**src/rtl/bp_stream_pump_out_arb.sv**
```systemverilog
// Arbitrates several FSM-style requesters onto one stream pump, holding the grant for multi-beat messages.
// Define BP_STREAM_PUMP_ARB_RR_EN for round-robin arbitration; otherwise fixed priority (lowest index first).
module bp_stream_pump_out_arb #(
  parameter int num_clients_p  = 2,
  // Stands in for bp_bedrock_xce_mem_msg_header_width_lp when built outside the BlackParrot packages.
  parameter int header_width_p = 64,
  parameter int data_width_p   = 64
) (
  input  logic                                   clk_i,
  input  logic                                   reset_n_i,
  input  logic [num_clients_p*header_width_p-1:0] client_header_i,
  input  logic [num_clients_p*data_width_p-1:0]   client_data_i,
  input  logic [num_clients_p-1:0]                client_v_i,
  output logic [num_clients_p-1:0]                client_yumi_o,
  output logic [header_width_p-1:0]               pump_header_o,
  output logic [data_width_p-1:0]                 pump_data_o,
  output logic                                    pump_v_o,
  input  logic                                    pump_yumi_i,
  input  logic                                    pump_done_i,
  output logic [num_clients_p-1:0]                grant_o,
  output logic                                    busy_o
);

  typedef enum logic [0:0] {
    e_idle   = 1'b0,
    e_locked = 1'b1
  } state_e;

  state_e                   state_r;
  state_e                   state_n_s;
  logic [num_clients_p-1:0] lock_grant_r;
  logic [num_clients_p-1:0] lock_grant_n_s;
  logic [num_clients_p-1:0] win_s;
  logic [num_clients_p-1:0] grant_s;
  logic [header_width_p-1:0] header_s;
  logic [data_width_p-1:0]   data_s;

`ifdef BP_STREAM_PUMP_ARB_RR_EN
  localparam int ptr_w_lp = (num_clients_p > 1) ? $clog2(num_clients_p) : 1;

  logic [ptr_w_lp-1:0] ptr_r;
  logic [ptr_w_lp-1:0] ptr_n_s;

  // Index of the set bit of a one-hot grant.
  function automatic logic [ptr_w_lp-1:0] onehot_to_idx(input logic [num_clients_p-1:0] oh);
    logic [ptr_w_lp-1:0] idx;
    idx = '0;
    for (int i = 0; i < num_clients_p; i++) begin
      if (oh[i]) begin
        idx = ptr_w_lp'(i);
      end else begin
        idx = idx;
      end
    end
    return idx;
  endfunction

  // Priority start for the next message: the client just after the one that completed.
  function automatic logic [ptr_w_lp-1:0] next_ptr(input logic [ptr_w_lp-1:0] idx);
    logic [ptr_w_lp-1:0] nxt;
    if (int'(idx) >= num_clients_p - 1) begin
      nxt = '0;
    end else begin
      nxt = idx + ptr_w_lp'(1);
    end
    return nxt;
  endfunction

  // Round-robin winner: first valid client at or after the pointer, wrapping.
  always_comb begin
    int  idx;
    logic found;
    win_s = '0;
    found = 1'b0;
    idx   = 0;
    for (int k = 0; k < num_clients_p; k++) begin
      idx = int'(ptr_r) + k;
      if (idx >= num_clients_p) begin
        idx = idx - num_clients_p;
      end else begin
        idx = idx;
      end
      if (!found && client_v_i[idx]) begin
        win_s[idx] = 1'b1;
        found      = 1'b1;
      end else begin
        found = found;
      end
    end
  end
`else
  // Fixed-priority winner: lowest valid index.
  always_comb begin
    logic found;
    win_s = '0;
    found = 1'b0;
    for (int i = 0; i < num_clients_p; i++) begin
      if (!found && client_v_i[i]) begin
        win_s[i] = 1'b1;
        found    = 1'b1;
      end else begin
        found = found;
      end
    end
  end
`endif

  // Effective grant; forced to zero while reset is asserted so nothing leaks to the pump.
  always_comb begin
    grant_s = '0;
    if (!reset_n_i) begin
      grant_s = '0;
    end else if (num_clients_p == 1) begin
      grant_s = client_v_i;
    end else if (state_r == e_locked) begin
      grant_s = lock_grant_r;
    end else begin
      grant_s = win_s;
    end
  end

  // AND-OR mux of the granted client's header and data.
  always_comb begin
    header_s = '0;
    data_s   = '0;
    for (int i = 0; i < num_clients_p; i++) begin
      if (grant_s[i]) begin
        header_s = header_s | client_header_i[i*header_width_p +: header_width_p];
        data_s   = data_s   | client_data_i[i*data_width_p +: data_width_p];
      end else begin
        header_s = header_s;
        data_s   = data_s;
      end
    end
  end

  assign grant_o       = grant_s;
  assign pump_header_o = header_s;
  assign pump_data_o   = data_s;
  assign pump_v_o      = |(grant_s & client_v_i);
  assign client_yumi_o = grant_s & {num_clients_p{pump_yumi_i}};
  assign busy_o        = (state_r == e_locked);

  // Next-state: lock on a consumed beat that does not end the message, unlock on done.
  always_comb begin
    state_n_s      = state_r;
    lock_grant_n_s = lock_grant_r;
`ifdef BP_STREAM_PUMP_ARB_RR_EN
    ptr_n_s        = ptr_r;
`endif
    case (state_r)
      e_idle: begin
        if (pump_yumi_i && (|grant_s)) begin
          if (pump_done_i) begin
            state_n_s = e_idle;
`ifdef BP_STREAM_PUMP_ARB_RR_EN
            ptr_n_s   = next_ptr(onehot_to_idx(grant_s));
`endif
          end else begin
            state_n_s      = e_locked;
            lock_grant_n_s = grant_s;
          end
        end else begin
          state_n_s = e_idle;
        end
      end
      e_locked: begin
        if (pump_done_i) begin
          state_n_s      = e_idle;
          lock_grant_n_s = '0;
`ifdef BP_STREAM_PUMP_ARB_RR_EN
          ptr_n_s        = next_ptr(onehot_to_idx(lock_grant_r));
`endif
        end else begin
          state_n_s = e_locked;
        end
      end
      default: begin
        state_n_s      = e_idle;
        lock_grant_n_s = '0;
      end
    endcase
  end

  // State, latched grant and (when enabled) arbitration pointer.
  always_ff @(posedge clk_i or negedge reset_n_i) begin
    if (!reset_n_i) begin
      state_r      <= e_idle;
      lock_grant_r <= '0;
`ifdef BP_STREAM_PUMP_ARB_RR_EN
      ptr_r        <= '0;
`endif
    end else begin
      state_r      <= state_n_s;
      lock_grant_r <= lock_grant_n_s;
`ifdef BP_STREAM_PUMP_ARB_RR_EN
      ptr_r        <= ptr_n_s;
`endif
    end
  end

endmodule

```
**config.mk**
```make
export PLATFORM = sky130hd
export DESIGN_NAME = bp_stream_pump_out_arb
export DESIGN_NICKNAME = d
export VERILOG_FILES = /design/src/rtl/bp_stream_pump_out_arb.sv
export SDC_FILE = /design/constraint.sdc
export NUM_CORES = 1
export LEC_CHECK = 0
export ABC_AREA = 1
export BUFFER_PORTS_ARGS = -buffer_cell sky130_fd_sc_hd__buf_2
export CAP_MARGIN = 20
export CORE_AREA = 2 2 154 156
export CTS_BUF_LIST = sky130_fd_sc_hd__clkbuf_8
export CTS_CLUSTER_SIZE = 20
export DETAILED_ROUTE_END_ITERATION = 8
export DIE_AREA = 0 0 156 158
export GPL_ROUTABILITY_DRIVEN = 1
export PLACE_DENSITY = 0.37
export REMOVE_ABC_BUFFERS = 1
export SLEW_MARGIN = 40
export SYNTH_ARGS = -nofsm -noshare
export SYNTH_HDL_FRONTEND = slang
export SYNTH_SLANG_ARGS = --single-unit
```
**constraint.sdc**
```tcl
create_clock -name clk_i -period 2.85 [get_ports clk_i]
set_input_delay 0.4275 -clock clk_i [delete_from_list [all_inputs] [get_ports clk_i]]
set_output_delay 0.4275 -clock clk_i [all_outputs]
set_load 0.02 [all_outputs]
```
==> results of run 1 <==
-- layer usage --
layer	global-route usage	routed length, µm
met2	0.170	6720
met1	0.128	6310
met4	0.0179	159
met5	0	0
met3	0.0219	1280
-- worst max-delay path by stage --
stage / start / endpoint / slack (ps) / cells past startpoint
finish: busy_o / pump_data_o[37] / 440 / 5
global route: busy_o / pump_header_o[61] / 250 / 5
CTS: busy_o / pump_header_o[61] / 330 / 5
detailed placement: reset_n_i / pump_header_o[61] / 410 / 7
global placement: reset_n_i / pump_header_o[61] / 380 / 7
floorplan: busy_o / pump_data_o[0] / -1130 / 3
-- report_power, final --
| group | total, mW | switching, mW | leakage [nW] | internal (mW) |
|---|---|---|---|---|
| Clock | 0.117 | 0.0259 | 0.0269 | 0.0915 |
| Sequential | 0.0534 | 0.00445 | 0.0404 | 0.0489 |
| Combinational | 0.892 | 0.520 | 2.30 | 0.373 |
-- area by class of cell --
type,instances,area share
Antenna cell,1,0.000657
Clock inverter,1,0.000985
Timing Repair Buffer,399,0.540
Tap cell,290,0.0952
Sequential cell,3,0.0197
Multi-Input combinational cell,152,0.323
Clock buffer,3,0.0108
Inverter,9,0.00952
-- cell usage after synthesis (2+ instances only) --
cell / instances / area [µm²]
nor2_1: 2 / 7.51
nand2_1: 12 / 45.0
buf_4: 3 / 22.5
buf_6: 12 / 135
inv_1: 5 / 18.8
dfrtp_1: 3 / 75.1
inv_2: 4 / 15.0
nand3_1: 5 / 25.0
buf_2: 13 / 65.1
a22o_1: 128 / 1120
-- cell families (layout without fill, tap and decap cells) --
logic type / count (synthesis) / after routing / synth area share
buf+inv: 38 / 412 / 0.167
flops: 3 / 3 / 0.0479
xor+xnor: 1 / 1 / 0.00559
other cells: 0 / 1 / 0
compound gates: 130 / 130 / 0.722
simple gates: 21 / 21 / 0.0575
-- state kept, by name, summed over array words and instances, names as in the netlist --
name and cells:
lock_grant_r 2, busy_o 1
-- per-stage QoR --
step           std cells  utilization  TNS, ps
2_1_floorplan        164            -  -146750
3_5_place_dp         853        0.163        0
6_report             858        0.165        0
3_3_place_gp         853        0.163        0
5_1_grt              857        0.165        0
4_1_cts              857        0.165        0
-- critical path, delay by kind of cell (launching register included) --
| kind | cells | cell delay (ps) |
|---|---|---|
| flip-flops | 1 | 440 |
| AND/OR/NAND/NOR | 1 | 320 |
| AO/OA/AOI/OAI | 2 | 500 |
| buffers and inverters | 2 | 500 |
==> reports/metrics.cfg, run 1 <==
[outcome]
status = finished, final reports clean

[timing]
hold_slack_ps = 36.4
finalClockSkew_ps = 1.02
finalSetupViolations = 0
fin_crit_sh = 0.846
max_freq_ghz = 0.415
rsz0062_at_grt = false
worst_slew_pin_slew_ps = 347
final.min_clock_period_ps = 2410
setup_ws_ps = 438
finalHoldViolCount = 0
drv_slew = 0
relSlewSlack = 0.769

[cells_and_area]
final_design_area_no_fill_um2 = 3810
nFillCells = 2663
final_nets = 830
drive_above_1_share = 0.720
most-common-layout-cells = 395 x buf_2, 128 x a22o_1, 12 x nand2_1, 6 x inv_1, 5 x nand3_1
mostFrequentLayoutCell = buf_2
seqCellArea_um2 = 75.1
multi_input_area_um2 = 1230
syn_to_final_growth_pct = 143

[worst_setup_path]
cp_max_fo = 61
crit_arrival_ps = 1980
end_kind = output pin
r2r_slack_ps = 1290
cpMaxStageDelayCell = dfrtp_1
r2r-start = busy_o
crit_path_max_incr_delay_ps = 440
reg2reg_to = lock_grant_r[1]
start_kind = flop
crit_chain = a21oi_1 -> and2_4 -> buf_12 -> a22o_1 -> buf_2
worstSetupPathType = flop to output pin
crit_required_ps = 2420
r2r_cells = 5

[floorplan]
die_width_um = 156
die-area_um2 = 24600
initial_core_util = 0.0680
core-area_um2 = 23100
row_count = 56
die_y_um = 158
io_pins = 396

[drt]
drt_iter0_drc = 142
drt_wl_total_um = 14500
ant_nets = 0
vias_per_cell = 3.68
vias = 3160
firstDrtPassIters = 4
post-route-drc-count = 0
routedWlPerCell_um = 16.9

[clock_network]
cts_setup_buffers = 0
cts_buffers = 3
cts_root_buf = clkbuf_8
clk_latency_ps = 210
cts_tree = yes
cts_resized = 0
clock_sinks = 3
htree_levels = 1
cts_max_path_buffers = 2
hold_buffers = 0
clkSlewWorstSetupHoldPaths_ps = 30

[worst_hold_path]
worstHoldPathType = primary input to async pin

[global_routing]
grt_pass1_wl_um = 18000
grt_usage = 0.0989
grt_max_degree = 75
grt_pass1_vias = 2852
grt_overflow = 0
antenna_found_initial = 1

[placement]
post-place-ws_ps = 408
port_buffers = 395
dpl-instance-area_um2 = 3760
place_congestion = 0.754
hpwlAfterDp_um = 12400

[logic_synthesis]
netlist_area_um2 = 1570
yosys_register_bits = 3
avgSynthCellArea_um2 = 8.12
async_flop_share = 1.00
synth_edf_count = 0
synth_cell_type_count = 16
synth_warnings = 0
postSynthCellCount = 193
synth.yosys.seq_area_share = 0.0479
synthFlopType = dfrtp_1

[power]
cellLeakagePower_nw = 2.37
report.power.total_mw = 1.06
power.density_nw_per_um2 = 279
peakVddDrop_mv = 0.0993

[flow_run]
maxCapViolCount = 0

Power figures use the tool's default switching activity.
==> inputs of run 2 (changes only) <==
--- a/config.mk
+++ b/config.mk
@@ -5,16 +5,16 @@
 export SDC_FILE = /design/constraint.sdc
 export NUM_CORES = 1
 export LEC_CHECK = 0
-export ABC_AREA = 1
+export ABC_AREA = 0
 export BUFFER_PORTS_ARGS = -buffer_cell sky130_fd_sc_hd__buf_2
 export CAP_MARGIN = 20
-export CORE_AREA = 2 2 154 156
+export CORE_AREA = 2 2 156 158
 export CTS_BUF_LIST = sky130_fd_sc_hd__clkbuf_8
 export CTS_CLUSTER_SIZE = 20
 export DETAILED_ROUTE_END_ITERATION = 8
-export DIE_AREA = 0 0 156 158
+export DIE_AREA = 0 0 158 160
 export GPL_ROUTABILITY_DRIVEN = 1
-export PLACE_DENSITY = 0.37
+export PLACE_DENSITY = 0.36
 export REMOVE_ABC_BUFFERS = 1
 export SLEW_MARGIN = 40
 export SYNTH_ARGS = -nofsm -noshare
==> constraint.sdc (replaced) <==
create_clock -name clk_i -period 2.5 [get_ports clk_i]
set_input_delay 0.375 -clock clk_i [delete_from_list [all_inputs] [get_ports clk_i]]
set_output_delay 0.375 -clock clk_i [all_outputs]
set_load 0.02 [all_outputs]
==> reports/metrics.cfg, run 2 <==
[cells_and_area]
largest-register = lock_grant_r
final_design_area_no_fill_um2 = 4020  ; +5.5%
mostFrequentLayoutCell = buf_2
most-common-layout-cells = 395 x buf_2, 128 x a22o_1, 9 x buf_4, 6 x buf_12
fin_util = 0.169  ; +0.00344
syn_to_final_growth_pct = 156
nFillCells = 2779  ; +4.4%
largest_reg_flops = 2  ; unchanged
final_nets = 833  ; +0.36%
drive_above_1_share = 0.730  ; +0.0102

[worst_setup_path]
r2r-start = busy_o
crit_required_ps = 2120  ; -300 ps
worstSetupPathType = flop to output pin
reg2reg_to = lock_grant_r[0]
start_kind = flop
cp-endpoint = pump_header_o[59]
end_kind = output pin
cp-startpoint = busy_o
cp_max_fo = 24  ; -61%
r2r_cells = 4  ; -1
r2r_slack_ps = 1480  ; +190 ps
crit_arrival_ps = 1980  ; about the same

[clock_network]
cts_buffers = 3  ; unchanged
clkSlewWorstSetupHoldPaths_ps = 30  ; about the same
clock_sinks = 3  ; unchanged
clk_latency_ps = 210  ; about the same
cts_max_path_buffers = 2  ; unchanged
cts_resized = 0  ; unchanged
cts_tree = yes
htree_levels = 1  ; unchanged
cts_root_buf = clkbuf_8

[drt]
ant_nets = 0  ; unchanged
vias = 3391  ; +7.3%
post-route-drc-count = 0  ; unchanged
routedWlPerCell_um = 18.0  ; +6.9%
vias_per_cell = 3.78  ; +2.8%
drt_iter0_drc = 224  ; +58%
firstDrtPassIters = 4  ; unchanged
drt_wl_total_um = 16200  ; +12%

[logic_synthesis]
synthFlopType = dfrtp_1
netlist_top_cells_count = 128 x a22o_1, 12 x buf_2, 12 x buf_6
async_flop_share = 1.00  ; unchanged
synth_most_common_cell = a22o_1
yosys-top-cells-area = a22o_1 72%, buf_6 8.6%, dfrtp_1 4.8%
yosysTopAreaCell = a22o_1
synth_edf_count = 0  ; unchanged
synth_cell_type_count = 22  ; +6
avgSynthCellArea_um2 = 8.57  ; +5.5%
postSynthCellCount = 183  ; -5.2%
yosys_register_bits = 3  ; unchanged
synth_warnings = 0  ; unchanged
netlist_area_um2 = 1570  ; about the same
synth.yosys.seq_area_share = 0.0479  ; about the same
synth_top_area_frac = 0.715  ; about the same

[floorplan]
die_width_um = 158  ; +1.3%
io_pins = 396  ; unchanged
core-area_um2 = 23800  ; +3.3%
initial_core_util = 0.0658  ; -0.00214
die-area_um2 = 25300  ; +2.6%
die_y_um = 160  ; +1.3%
row_count = 57  ; +1.8%

[timing]
worst_slew_pin_slew_ps = 410  ; +63.6 ps
drv_slew = 0  ; unchanged
max_freq_ghz = 0.425
setup_ws_ps = 149  ; -289 ps
fin_crit_sh = 0.941
finalClockSkew_ps = 0.890  ; -0.126 ps
finalHoldViolCount = 0  ; unchanged
finalSetupViolations = 0  ; unchanged
relSlewSlack = 0.727  ; -0.0424
rsz0062_at_grt = false
final.min_clock_period_ps = 2350

[global_routing]
grt_pass1_wl_um = 21200  ; +18%
grt_usage = 0.111  ; +0.0122
grt_overflow = 0  ; unchanged
antenna_found_initial = 5  ; +4
grt_max_degree = 86  ; +15%
grt_pass1_vias = 3175  ; +11%

[power]
peakVddDrop_mv = 0.0813  ; -18%
cellLeakagePower_nw = 2.42  ; +2.2%
power.density_nw_per_um2 = 324  ; +16%

[placement]
dpl-instance-area_um2 = 3920  ; +4.2%
hpwlAfterDp_um = 13500  ; +8.5%
place_congestion = 0.779  ; +3.3%
port_buffers = 395  ; unchanged
post-place-ws_ps = 114  ; -293 ps

[worst_hold_path]
worstHoldPathType = primary input to flop

[flow_run]
maxCapViolCount = 0  ; unchanged

[outcome]
status = finished, final reports clean

[run 2: kinds of logic (layout without fill, tap and decap cells)]
logic type | after synthesis | after routing | synth area share
AND/OR/NAND/NOR | 9 | 9 | 0.0383
other | 0 | 2 | 0
multiplexers | 1 | 1 | 0.00638
buffers and inverters | 31 | 418 | 0.144
AO/OA/AOI/OAI | 139 | 139 | 0.764
flip-flops | 3 | 3 | 0.0479
[run 2: worst min path at each step]
stage / start / end / slack, ps / cells after the start
detailed placement: reset_n_i / lock_grant_r[0] / 220 / 1
CTS: pump_done_i / busy_o / 360 / 2
finish: pump_done_i / busy_o / 370 / 2
global placement: reset_n_i / lock_grant_r[0] / 230 / 1
global route: pump_done_i / busy_o / 370 / 2
floorplan: reset_n_i / busy_o / 80 / 0
[run 2: report_power, final]
group | internal, mW | switching, mW
combinational | 0.471 | 0.624
clock | 0.105 | 0.0323
sequential | 0.0585 | 0.0106
total | 0.634 | 0.667
[run 2: worst max-delay path, stage by stage, from the launching register on]
cell	delay (ps)
dfrtp_1	360
or3b_1	410
a21boi_4	210
buf_12	180
buf_12	180
a22o_1	200
buf_2	190
[run 2: area by class of cell]
class	instances	area [µm²]	area share
tap	324	405	0.101
sequential	3	75.1	0.0187
timing repair buffer	412	2200	0.547
antenna	2	5.00	0.00124
clock buffer	3	41.3	0.0103
clock inverter	1	3.75	0.000934
multi-input combinational	149	1280	0.319
inverter	2	7.51	0.00187
[run 2: per-layer routing]
layer | part of all wire | global-route usage
met5 | 0.0025 | 0
met1 | 0.44 | 0.149
met2 | 0.47 | 0.187
met4 | 0.010 | 0.0180
met3 | 0.077 | 0.0204
[run 2: what timing repair did]
action / 4_1_cts / 5_1_grt
buffers inserted: 0 / 2
hold buffers: 1 / 0
endpoints found under the hold margin: 3 / 0
setup endpoints to repair: 0 / 3
[run 2: stage by stage]
| stage | total power, mW | setup TNS [ps] | instances | hold WS (ps) |
|---|---|---|---|---|
| 5_1_grt | 1.38 | 0 | 895 | 371 |
| 3_3_place_gp | 1.16 | 0 | 886 | 226 |
| 2_1_floorplan | 0.620 | -478520 | 154 | 79.4 |
| 6_report | 1.30 | 0 | 896 | 369 |
| 3_5_place_dp | 1.15 | 0 | 886 | 216 |
| 4_1_cts | 1.30 | 0 | 891 | 364 |
